### src/rtl/silife_max7219_rx_pkg.sv
// Register map shared with the silife_max7219 transmitter, plus the receiver's decode state type.
package silife_max7219_rx_pkg;

  localparam logic [3:0] SILIFE_MAX_REG_NOOP      = 4'h0;
  localparam logic [3:0] SILIFE_MAX_REG_DIGIT0    = 4'h1;
  localparam logic [3:0] SILIFE_MAX_REG_DIGIT1    = 4'h2;
  localparam logic [3:0] SILIFE_MAX_REG_DIGIT2    = 4'h3;
  localparam logic [3:0] SILIFE_MAX_REG_DIGIT3    = 4'h4;
  localparam logic [3:0] SILIFE_MAX_REG_DIGIT4    = 4'h5;
  localparam logic [3:0] SILIFE_MAX_REG_DIGIT5    = 4'h6;
  localparam logic [3:0] SILIFE_MAX_REG_DIGIT6    = 4'h7;
  localparam logic [3:0] SILIFE_MAX_REG_DIGIT7    = 4'h8;
  localparam logic [3:0] SILIFE_MAX_REG_DECODE    = 4'h9;
  localparam logic [3:0] SILIFE_MAX_REG_INTENSITY = 4'hA;
  localparam logic [3:0] SILIFE_MAX_REG_SCANLIMIT = 4'hB;
  localparam logic [3:0] SILIFE_MAX_REG_SHUTDOWN  = 4'hC;
  localparam logic [3:0] SILIFE_MAX_REG_TEST      = 4'hF;

  typedef enum logic [0:0] {
    ST_IDLE,
    ST_DECODE
  } rx_state_t;

endpackage

### src/rtl/silife_max7219_rx_sync_edge.sv
// Two-flop synchronizer for an asynchronous pin, with single-cycle rise/fall pulses.
module silife_sync_edge #(
  parameter logic RESET_VAL = 1'b0
) (
  input  logic clk,
  input  logic rst_n,
  input  logic din,
  output logic q,
  output logic rise,
  output logic fall
);

  logic [1:0] sync_q;
  logic       prev_q;

  always_ff @(posedge clk or negedge rst_n) begin
    if (!rst_n) begin
      sync_q <= {2{RESET_VAL}};
      prev_q <= RESET_VAL;
    end else begin
      sync_q <= {sync_q[0], din};
      prev_q <= sync_q[1];
    end
  end

  always_comb begin
    q    = sync_q[1];
    rise = sync_q[1] & ~prev_q;
    fall = ~sync_q[1] & prev_q;
  end

endmodule

### src/rtl/silife_max7219_rx.sv
// MAX7219-compatible cascaded serial receiver: shifts frames in, latches them on CS rise,
// then decodes one device slot per cycle into grid row writes and shadow control registers.
module silife_max7219_rx
  import silife_max7219_rx_pkg::*;
#(
  parameter int NUM_DEVICES = 4
) (
  input  logic       clk,
  input  logic       rst_n,
  input  logic       i_cs,
  input  logic       i_sck,
  input  logic       i_mosi,
  output logic       o_wr_en,
  output logic [4:0] o_row_select,
  output logic [7:0] o_cells,
  output logic [3:0] o_brightness,
  output logic       o_shutdown,
  output logic       o_test,
  output logic       o_busy,
  output logic       o_frame_err
);

  localparam int FRAME_BITS = 16 * NUM_DEVICES;
  localparam int CNT_W      = $clog2(FRAME_BITS + 2);
  localparam int SLOT_W     = (NUM_DEVICES > 1) ? $clog2(NUM_DEVICES) : 1;
  localparam logic [CNT_W-1:0]  CNT_FULL  = CNT_W'(FRAME_BITS);
  localparam logic [CNT_W-1:0]  CNT_SAT   = CNT_W'(FRAME_BITS + 1);
  localparam logic [SLOT_W-1:0] LAST_SLOT = SLOT_W'(NUM_DEVICES - 1);

  logic cs_q, cs_rise, cs_fall;
  logic sck_q, sck_rise, sck_fall_unused;
  logic [1:0] mosi_sync;

  silife_sync_edge #(.RESET_VAL(1'b1)) u_cs_sync (
    .clk  (clk),
    .rst_n(rst_n),
    .din  (i_cs),
    .q    (cs_q),
    .rise (cs_rise),
    .fall (cs_fall)
  );

  silife_sync_edge #(.RESET_VAL(1'b0)) u_sck_sync (
    .clk  (clk),
    .rst_n(rst_n),
    .din  (i_sck),
    .q    (sck_q),
    .rise (sck_rise),
    .fall (sck_fall_unused)
  );

  // MOSI shares the two-stage delay of SCK so data and edge stay aligned
  always_ff @(posedge clk or negedge rst_n) begin
    if (!rst_n) mosi_sync <= '0;
    else        mosi_sync <= {mosi_sync[0], i_mosi};
  end

  logic [FRAME_BITS-1:0] shift_q, frame_q;
  logic [CNT_W-1:0]      cnt_q;
  logic                  frame_ok;

  assign frame_ok = cs_rise && (cnt_q == CNT_FULL);

  always_ff @(posedge clk or negedge rst_n) begin
    if (!rst_n) begin
      shift_q     <= '0;
      cnt_q       <= '0;
      frame_q     <= '0;
      o_frame_err <= 1'b0;
    end else begin
      if (cs_fall) begin
        cnt_q <= '0;
      end else if (!cs_q && sck_rise) begin
        shift_q <= {shift_q[FRAME_BITS-2:0], mosi_sync[1]};
        if (cnt_q != CNT_SAT) cnt_q <= cnt_q + 1'b1;
      end
      if (frame_ok) frame_q <= shift_q;
      o_frame_err <= cs_rise && !frame_ok;
    end
  end

  rx_state_t         state_q, state_d;
  logic [SLOT_W-1:0] slot_q, slot_d;

  always_ff @(posedge clk or negedge rst_n) begin
    if (!rst_n) begin
      state_q <= ST_IDLE;
      slot_q  <= '0;
    end else begin
      state_q <= state_d;
      slot_q  <= slot_d;
    end
  end

  // A freshly latched frame takes priority and restarts decode at slot 0
  always_comb begin
    state_d = state_q;
    slot_d  = slot_q;
    if (frame_ok) begin
      state_d = ST_DECODE;
      slot_d  = '0;
    end else if (state_q == ST_DECODE) begin
      if (slot_q == LAST_SLOT) state_d = ST_IDLE;
      else                     slot_d  = slot_q + 1'b1;
    end
  end

  logic [3:0] addr;
  logic [7:0] data;
  logic       wr_d, shut_d, test_d;
  logic [4:0] row_d;
  logic [7:0] cells_d;
  logic [3:0] bright_d;

  always_comb begin
    addr     = frame_q[{slot_q, 4'd8} +: 4];
    data     = frame_q[{slot_q, 4'd0} +: 8];
    wr_d     = 1'b0;
    row_d    = o_row_select;
    cells_d  = o_cells;
    bright_d = o_brightness;
    shut_d   = o_shutdown;
    test_d   = o_test;
    o_busy   = (state_q == ST_DECODE);
    if (state_q == ST_DECODE) begin
      case (addr)
        SILIFE_MAX_REG_DIGIT0, SILIFE_MAX_REG_DIGIT1, SILIFE_MAX_REG_DIGIT2,
        SILIFE_MAX_REG_DIGIT3, SILIFE_MAX_REG_DIGIT4, SILIFE_MAX_REG_DIGIT5,
        SILIFE_MAX_REG_DIGIT6, SILIFE_MAX_REG_DIGIT7: begin
          wr_d    = 1'b1;
          row_d   = 5'({slot_q, 3'b000}) + 5'(addr) - 5'd1;
          cells_d = data;
        end
        SILIFE_MAX_REG_INTENSITY: bright_d = data[3:0];
        SILIFE_MAX_REG_SHUTDOWN:  shut_d   = ~data[0];
        SILIFE_MAX_REG_TEST:      test_d   = data[0];
        SILIFE_MAX_REG_NOOP, SILIFE_MAX_REG_DECODE, SILIFE_MAX_REG_SCANLIMIT: ;
        default: ;
      endcase
    end
  end

  always_ff @(posedge clk or negedge rst_n) begin
    if (!rst_n) begin
      o_wr_en      <= 1'b0;
      o_row_select <= '0;
      o_cells      <= '0;
      o_brightness <= '0;
      o_shutdown   <= 1'b1;
      o_test       <= 1'b0;
    end else begin
      o_wr_en      <= wr_d;
      o_row_select <= row_d;
      o_cells      <= cells_d;
      o_brightness <= bright_d;
      o_shutdown   <= shut_d;
      o_test       <= test_d;
    end
  end

endmodule

### config.mk
export PLATFORM = sky130hd
export DESIGN_NAME = silife_max7219_rx
export DESIGN_NICKNAME = d
export VERILOG_FILES = /design/src/rtl/silife_max7219_rx_pkg.sv /design/src/rtl/silife_max7219_rx_sync_edge.sv /design/src/rtl/silife_max7219_rx.sv
export SDC_FILE = /design/constraint.sdc
export NUM_CORES = 1
export LEC_CHECK = 0
export ABC_AREA = 1
export CELL_PAD_IN_SITES_DETAIL_PLACEMENT = 1
export CELL_PAD_IN_SITES_GLOBAL_PLACEMENT = 1
export CORE_MARGIN = 4
export CORE_UTILIZATION = 50
export DETAILED_ROUTE_END_ITERATION = 12
export PLACE_DENSITY_LB_ADDON = 0.1
export SLEW_MARGIN = 5
export SYNTH_ARGS = -nofsm -noshare
export SYNTH_HDL_FRONTEND = slang
export SYNTH_SLANG_ARGS = --single-unit
### constraint.sdc
create_clock -name clk -period 6.23 [get_ports clk]
set_input_delay 1.246 -clock clk [delete_from_list [all_inputs] [get_ports clk]]
set_output_delay 1.246 -clock clk [all_outputs]
set_load 0.03 [all_outputs]
**Word-level counts from Yosys, hierarchy flattened**

Index checks and enable logic that the tools add are counted.

- Logic and storage cells: 73
- Flip-flop bits (word level): 167
- Output and inout port bits: 22

- Equal/unequal tests: 15
- Shifts and indexed selects: 2
- Bitwise operators: 8
- $add $sub $neg: 4
- Multiplexer cells: 11
- Reduce and logical (&&, ||, !) cells: 16

Operators by type and width:

| kind | number |
|---|---|
| $shiftx 64x7->4 | 1 |
| $shiftx 64x7->8 | 1 |
| $mux 7 | 3 |
| $eq 4x3->1 const B | 4 |
| $eq 4x4->1 const B | 4 |
| $reduce_and 2->1 | 7 |
| $eq 4x2->1 const B | 2 |
| $reduce_or 8->1 | 1 |
| $add 7x1->7 const B | 1 |
| $eq 7x7->1 const B | 1 |
| $ne 7x7->1 const B | 1 |
| $mux 2 | 3 |
| $reduce_bool 2->1 | 3 |
| $add 5x4->5 | 1 |
| $mux 1 | 5 |
| $not 1->1 | 5 |
| $sub 5x1->5 const B | 1 |
| $eq 4x1->1 const B | 1 |
| $and 1x1->1 | 3 |
| $logic_and 1x1->1 | 3 |
| $add 2x1->2 const B | 1 |
| $eq 2x2->1 const B | 1 |
| $logic_not 1->1 | 2 |
| $ne 2x2->1 const B | 1 |

**Logic depth before layout (Yosys ltp)**

Gate-level depths: netlist of run 1.

- Word-level depth: 5
- Gate-level depth with buffers: 17
- Gate-level depth less buffers: 14

**By module**

From an unflattened synthesis of run 1, not the netlist that was laid out.

- Cells, all modules: 698
- Area, all modules: 6252.2 µm²

Modules (own cells, without submodules):

| module | instances | seq. area each (µm²) | area each (µm²) | cells an instance |
|---|---|---|---|---|
| silife_max7219_rx | 1 | 3529.6 | 6068.3 | 684 |
| silife_sync_edge at u_cs_sync | 1 | 78.8 | 93.8 | 7 |
| silife_sync_edge at u_sck_sync | 1 | 75.1 | 90.1 | 7 |

**Worst setup path after synthesis of run 1**

Ideal clock, no wire load.

- Path type: reg-to-reg
- Start: reg slot_q[0]
- End: reg o_cells[1]
- Required time: 6112 ps
- Path slack: 3840 ps
- Library setup time: 118 ps
- Cell stages (with the launch flop): 15
- Data arrival time: 2272 ps
- Period minus slack after synthesis: 2390 ps
- Cells stage by stage: dfrtp_1 buf_6 clkbuf_1 nand2_1 a32oi_1 inv_1 ha_1 or2_1 nor2_1 nand3_1 nand2_1 inv_2 buf_4 nand3_1 nand2_1

- Longest elaborated chain between the ends: 4

Ends and longest elaborated chain:

| element | RTL line | RTL |
|---|---|---|
| start, declared | silife_max7219_rx.sv:83 | `logic [SLOT_W-1:0] slot_q, slot_d;` |
| start signal, assigned | silife_max7219_rx.sv:91 | `slot_q <= slot_d;` |
| $shiftx 64x7->4 | silife_max7219_rx.sv:116 | `addr = frame_q[{slot_q, 4'd8} +: 4];` |
| $eq 4x1->1 (tied with other cells) | silife_max7219_rx.sv:126 | `case (addr)` |
| $reduce_or 8->1 | silife_max7219_rx.sv:126 |  |
| $reduce_and 2->1 (no source line) | n/a |  |
| end signal, assigned | silife_max7219_rx.sv:154 | `o_cells <= cells_d;` |
| end, declared | silife_max7219_rx.sv:15 | `output logic [7:0] o_cells,` |

Parallel ways exist; a longest one is shown, timed or not.
A chain may end at the register's enable or synchronous reset.

**Final worst setup path of run 1**

- Start: reg slot_q[0]
- End: reg o_row_select[4]

- Longest elaborated chain between the ends: 4

Ends and longest elaborated chain:

| element | RTL line | RTL |
|---|---|---|
| parallel branches: the longest is 4 deep, another holds $add 5x4->5 | n/a |  |
| end signal, assigned | silife_max7219_rx.sv:153 | `o_row_select <= row_d;` |
| end, declared | silife_max7219_rx.sv:14 | `output logic [4:0] o_row_select,` |

Several ways; the timed one is not identified.

==> flow_summary.ini, run 1 <==
[sta]
period_needed_ps = 2950
setup_viol = 0
fin_skew_ps = 7.17
fmax_mhz = 339
timing.final.crit_share_pct = 47.4
finalHoldViolCount = 0
worst_slew_pin_slew_ps = 1000
grt_setup_unrepaired = false
slew_violations = 0
fin_setup_tns_ps = 0
slew-limit-headroom_pct = 33.1

[final_layout]
nNetsFinal = 701
multi_input_area_sq_mm = 0.00210
diodes = 0
stdcell_count = 865
register_area_sq_mm = 0.00368
nFillCells = 1396
drive_above_1_share_pct = 10.6
syn_to_final_growth_pct = 14.6

[setup_path]
crit_path_end_kind = flop
cp.arrival_ps = 3320
cp.required_ps = 6590
reg2reg_depth = 13
r2r_slack_ps = 3280
r2r_end = o_row_select[4]
path_max_fanout = 28
r2r_start = slot_q[0]
crit_path_start = slot_q[0]
endpoint = o_row_select[4]
cp-start-kind = flop
criticalPathCategory = reg2reg

[hold_path]
hold_class = reg2reg

[place]
place_hpwl_um = 8850
io_buffer_count = 26
place_congestion = 0.828
dp.cells = 833

[grt]
grt_pass1_vias = 4718
track_usage_pct = 20.7
grt_first_pass_wirelength_um = 23400
grt_max_degree = 112
grt_overflow = 0
antenna_found_initial = 0

[clock_network]
clkLatencyLatePin_ps = 430
numCtsBuffers = 17
cts_resized = 0
htree_levels = 4
cts_root_buf = clkbuf_16
ctsHoldBuffers = 0
clkSinkCount = 147
clkTransAtPathRegs_ps = 60
cts_tree = built
ctsLongestPathBuffers = 2
post-cts-setup-buffers = 0

[synthesis]
synth_compound_area_share_pct = 11.5
syn_inst = 670
synth-simple-area-share_pct = 17.0
synth_top_family_by_area = simple AND/OR/NAND/NOR gates
synthTopCellsByArea = dfrtp_1 (57%), nand2_1 (9.4%), o21ai_0 (9.0%)
synth_seq_area_share_pct = 59.0
yosysTopAreaCell = dfrtp_1
synth_top_area_share_pct = 57.3
ys.flop_type = dfrtp_1
synth.cell_area_sq_mm = 0.00624
synth_enable_flop_cells = 0
ys_ff_latch = 147
synth_mux_area_share_pct = 1.62
synth-xor-area-share_pct = 0.982
async_reset_ff_share_pct = 100
yosys.area_share.adder_pct = 2.41
synth_cell_types = 29
syn_avg_cell_area_sq_um = 9.31
ys_warn_count = 0
syn_nets = 687

[route]
postRouteWirelength_um = 13500
viasPerCell = 5.10
wire_per_inst_um = 15.6
dr.pass1.iters = 4
drtIter0Drc = 301
antenna_left = 0
vias = 4415
route.detailed.drc = 0

[outcome]
status = finished clean

[power_and_ir_drop]
leakage_nw = 3.37
p_int_w = 0.00164
switching_share_pct = 23.6
p_clk_share_pct = 46.6
combPwrFrac_pct = 5.4
power_density_mw_per_mm2 = 300
p_switching_w = 0.000507
seqPwrFrac_pct = 48.0
peakVddDrop_v = 0.000207

[floorplan]
fp.dieH_um = 120
io_pins = 27
row_count = 40
die_x_um = 120
die_area_sq_mm = 0.0143
core-area_sq_mm = 0.0121
start_util_pct = 51.5

[flow_run]
drv_cap = 0
[power by group through the flow]
| stage | Clock [W] | Sequential (W) | Combinational [W] |
|---|---|---|---|
| 2_1_floorplan | 0 | 0.00104 | 0.0000710 |
| 3_3_place_gp | 0 | 0.00104 | 0.000109 |
| 3_5_place_dp | 0 | 0.00105 | 0.000117 |
| 4_1_cts | 0.00102 | 0.00103 | 0.000121 |
| 5_1_grt | 0.00107 | 0.00104 | 0.000138 |
| 6_report | 0.00100 | 0.00103 | 0.000116 |
[worst max-delay path: stages (launching register included)]
cell and delay, ps:
dfrtp_1 710, inv_6 340, nand2_1 90, a32oi_1 370, inv_1 150, ha_1 270
or2_1 230, nor2_1 90, nand3_1 70, nand2_1 70, inv_2 110, nand2_4 200
nand2_1 90, nand2_1 70
[area by class of cell]
class,instances,area share [%]
clock buffers,22,6.91
clock inverters,10,1.38
inverters,76,4.06
multi-input cells,414,29.4
flip-flops and latches,147,51.5
well taps,168,2.94
repair buffers,28,3.86
[stage by stage]
stage	area (sq um)	util, %	power (W)	setup WS, ps	hold slack, ps
2_1_floorplan	6240	-	0.00111	3840	331
5_1_grt	7150	59.1	0.00224	2980	362
3_5_place_dp	6560	54.2	0.00116	3310	351
6_report	7150	59.1	0.00215	3280	361
3_3_place_gp	6560	54.2	0.00115	3490	333
4_1_cts	7150	59.1	0.00217	3280	363
[synthesized netlist by cell type (all sizes together) (4+ instances only)]
master and n:
nand2 173, dfrtp 143, o21ai 122, inv 76, nand3 37, nor2 27
clkbuf 17, buf 16, ha 12, a21oi 10, mux2 9, o22ai 7
dfstp 4, xor2 4
[logic make-up (layout without fill, tap and decap cells)]
group	Yosys count	in the layout
compound gates	141	141
simple gates	245	245
fa+ha+maj	12	12
buf+inv	109	136
mux	9	9
xor+xnor	7	7
flops	147	147
[how the worst min path moves through the flow]
stage / from / to / slack, ps / cells after the start
after global placement: u_sck_sync.sync_q[0] / u_sck_sync.sync_q[1] / 330 / 0
final: u_cs_sync.sync_q[0] / u_cs_sync.sync_q[1] / 360 / 0
after floorplan: mosi_sync[0] / mosi_sync[1] / 330 / 0
after detailed placement: u_cs_sync.sync_q[0] / u_cs_sync.sync_q[1] / 350 / 0
after CTS: u_cs_sync.sync_q[0] / u_cs_sync.sync_q[1] / 360 / 0
after global routing: u_cs_sync.sync_q[0] / u_cs_sync.sync_q[1] / 360 / 0
[flip-flops by register name, summed over array words and instances, names as in the netlist, 2 cells and up]
name               cells
slot_q                 2
frame_q               48
cnt_q                  7
shift_q               60
u_sck_sync.sync_q      2
mosi_sync              2
o_brightness           4
o_cells                8
o_row_select           5
u_cs_sync.sync_q       2
[metal layers]
layer	vias up	track usage, %	share of wire [%]
li1	2168	-	-
met1	2183	27.1	46
met2	47	34.0	49
met3	17	4.67	2.9
met4	0	7.30	1.3
met5	-	0	0
[layout by cell type, fill, tap and decap left out, types with 4 or more instances in the layout]
cell / netlist / final
xor2_1: 4 / 4
o21ai_0: 112 / 112
mux2_2: 9 / 9
ha_1: 12 / 12
clkinvlp_4: 0 / 5
clkbuf_16: 0 / 17
nand3_2: 4 / 4
nand3_1: 33 / 33
nand2_2: 14 / 14
a21oi_1: 10 / 10
dfstp_2: 4 / 4
nor2_1: 27 / 27
o22ai_1: 7 / 7
inv_1: 72 / 72
nand2_4: 3 / 4
nand2_1: 156 / 155
o21ai_1: 10 / 10
clkbuf_8: 0 / 5
dfrtp_1: 143 / 143
clkdlybuf4s50_1: 0 / 25
Power figures use the tool's default switching activity.
==> inputs of run 2 (changes only) <==
- CORE_UTILIZATION: 50 -> 47
- clock period: 6.23 -> 3 ns (I/O delays scaled with it)
==> flow_summary.ini, run 2 (synthesized netlist as in run 1, its figures left out) <==
[clock_network]
post-cts-setup-buffers = 0
ctsLongestPathBuffers = 2
clkLatencyLatePin_ps = 430
htree_levels = 4
cts_tree = built
clkTransAtPathRegs_ps = 60
cts_root_buf = clkbuf_16
numCtsBuffers = 17
clkSinkCount = 147

[sta]
fin_skew_ps = 13.5
setup_ws_ps = 390
fmax_mhz = 383
timing.final.crit_share_pct = 87.0
grt_setup_unrepaired = false
fin_setup_tns_ps = 0
setup_viol = 0
finalHoldViolCount = 0
period_needed_ps = 2610
worst_slew_pin_slew_ps = 712
slew-limit-headroom_pct = 52.5
slew_violations = 0

[setup_path]
cp_top_family = simple AND/OR/NAND/NOR gates
cp.arrival_ps = 2970
cp.required_ps = 3360
cp_num_buf_inv = 3
cpPeakStageDelay_ps = 560
crit_chain = inv_6 > nand2_1 > a32oi_2 > inv_1 > ha_1 > or2_1 > nor2_1 > nand3_1 > nand2_1 > inv_2 > nand2_4 > nand2_2 > nand2_1
cp-start-kind = flop
path_max_fanout = 28
cpMostUsedCell = nand2_1
crit_path_end_kind = flop
criticalPathCategory = reg2reg
slowest_stage = dfrtp_1
r2r_slack_ps = 390

[floorplan]
start_util_pct = 48.7
io_pins = 27
core-area_sq_mm = 0.0128
fp.dieH_um = 123
die_area_sq_mm = 0.0152
die_x_um = 123
row_count = 41

[flow_run]
drv_cap = 0

[grt]
track_usage_pct = 20.7
grt_pass1_vias = 4827
grt_overflow = 0
antenna_found_initial = 0
grt_first_pass_wirelength_um = 24300
grt_max_degree = 74

[final_layout]
nFillCells = 1474
drive_above_1_share_pct = 11.5
largest_reg_flops = 60
nNetsFinal = 708
layout_common_cells = nand2_1 (155), dfrtp_1 (143), o21ai_0 (112)
largest_register = shift_q
largestRegisters = shift_q: 60 flops, frame_q: 48 flops, o_cells: 8 flops
layout_commonest_cell = nand2_1
syn_to_final_growth_pct = 15.8
diodes = 0

[power_and_ir_drop]
peakVddDrop_v = 0.000410
power_density_mw_per_mm2 = 616
leakage_nw = 3.42

[route]
antenna_left = 0
dr.pass1.iters = 4
route.detailed.drc = 0
wire_per_inst_um = 15.7
vias = 4507
postRouteWirelength_um = 13800
drtIter0Drc = 232
viasPerCell = 5.14

[place]
place_congestion = 0.786
io_buffer_count = 26
place_hpwl_um = 9450
dp_slack_ps = 317

[outcome]
status = finished clean

[hold_path]
hold_class = in2async
==> run 2: cell count changes in the layout (fill, tap and decap cells not counted), sizes merged <==
| cell | delta |
|---|---|
| buf | +7 |
| bufinv | +1 |
| clkbuf | -3 |
| clkinv | +5 |
| clkinvlp | -3 |
==> run 2: routing by layer <==
| metal | vias up | global-route usage (%) | wire [um] |
|---|---|---|---|
| met1 | 2243 | 27.6 | 6430 |
| met3 | 15 | 4.30 | 341 |
| met2 | 50 | 33.2 | 6860 |
| met5 | - | 0 | 0 |
| met4 | 0 | 8.30 | 164 |
| li1 | 2199 | - | - |
==> run 2: power by group <==
| group | total, W | switching (W) | internal, W | leakage (nW) |
|---|---|---|---|---|
| Clock | 0.00207 | 0.000827 | 0.00124 | 0.283 |
| Sequential | 0.00214 | 0.0000578 | 0.00208 | 2.00 |
| Combinational | 0.000244 | 0.000167 | 0.0000763 | 1.13 |
| Total | 0.00445 | 0.00105 | 0.00340 | 3.42 |
==> run 2: path summary, 6_finish.rpt <==
| kind | end | cells after the start | start |
|---|---|---|---|
| max reg2reg | o_cells[3] | 13 | slot_q[0] |
| min | shift_q[47] | 1 | rst_n |
| min reg2reg | mosi_sync[1] | 0 | mosi_sync[0] |
| max | o_cells[3] | 13 | slot_q[0] |
| min in group clk | mosi_sync[1] | 0 | mosi_sync[0] |
| max in group asynchronous | o_row_select[3] | 2 | rst_n |
==> run 2: cell type report <==
cell class                 instances  area (sq um)  share of cell area, %
sequential                       147          3680                   51.0
clock inverter                    13           135                   1.87
tap                              172           215                   2.98
clock buffer                      19           443                   6.13
inverter                          76           290                   4.02
multi-input combinational        414          2110                   29.2
timing repair buffer              35           354                   4.90
==> run 2: what timing repair did <==
| action | 4_1_cts | 5_1_grt |
|---|---|---|
| setup endpoints to repair | 0 | 5 |
| resized for setup | 0 | 1 |
| hold buffers | 0 | 0 |
==> run 2: per-stage QoR <==
stage	hold slack, ps	utilization, %	instances	power [W]	instance area, sq um
final	182	56.4	876	0.00445	7230
after global routing	224	56.4	876	0.00466	7230
after CTS	210	56.3	876	0.00450	7220
after detailed placement	341	51.8	844	0.00242	6640
after global placement	333	51.8	844	0.00240	6640
after floorplan	304	-	670	0.00231	6240
==> run 2: worst register-to-register path: cells and delay by family, from the launching register on <==
family / cells / cell delay [ps]
AOI/OAI and AO/OA: 1 / 270
DFF: 1 / 560
adders and majority gates: 1 / 260
buffers and inverters: 3 / 510
and+or+nand+nor: 8 / 930
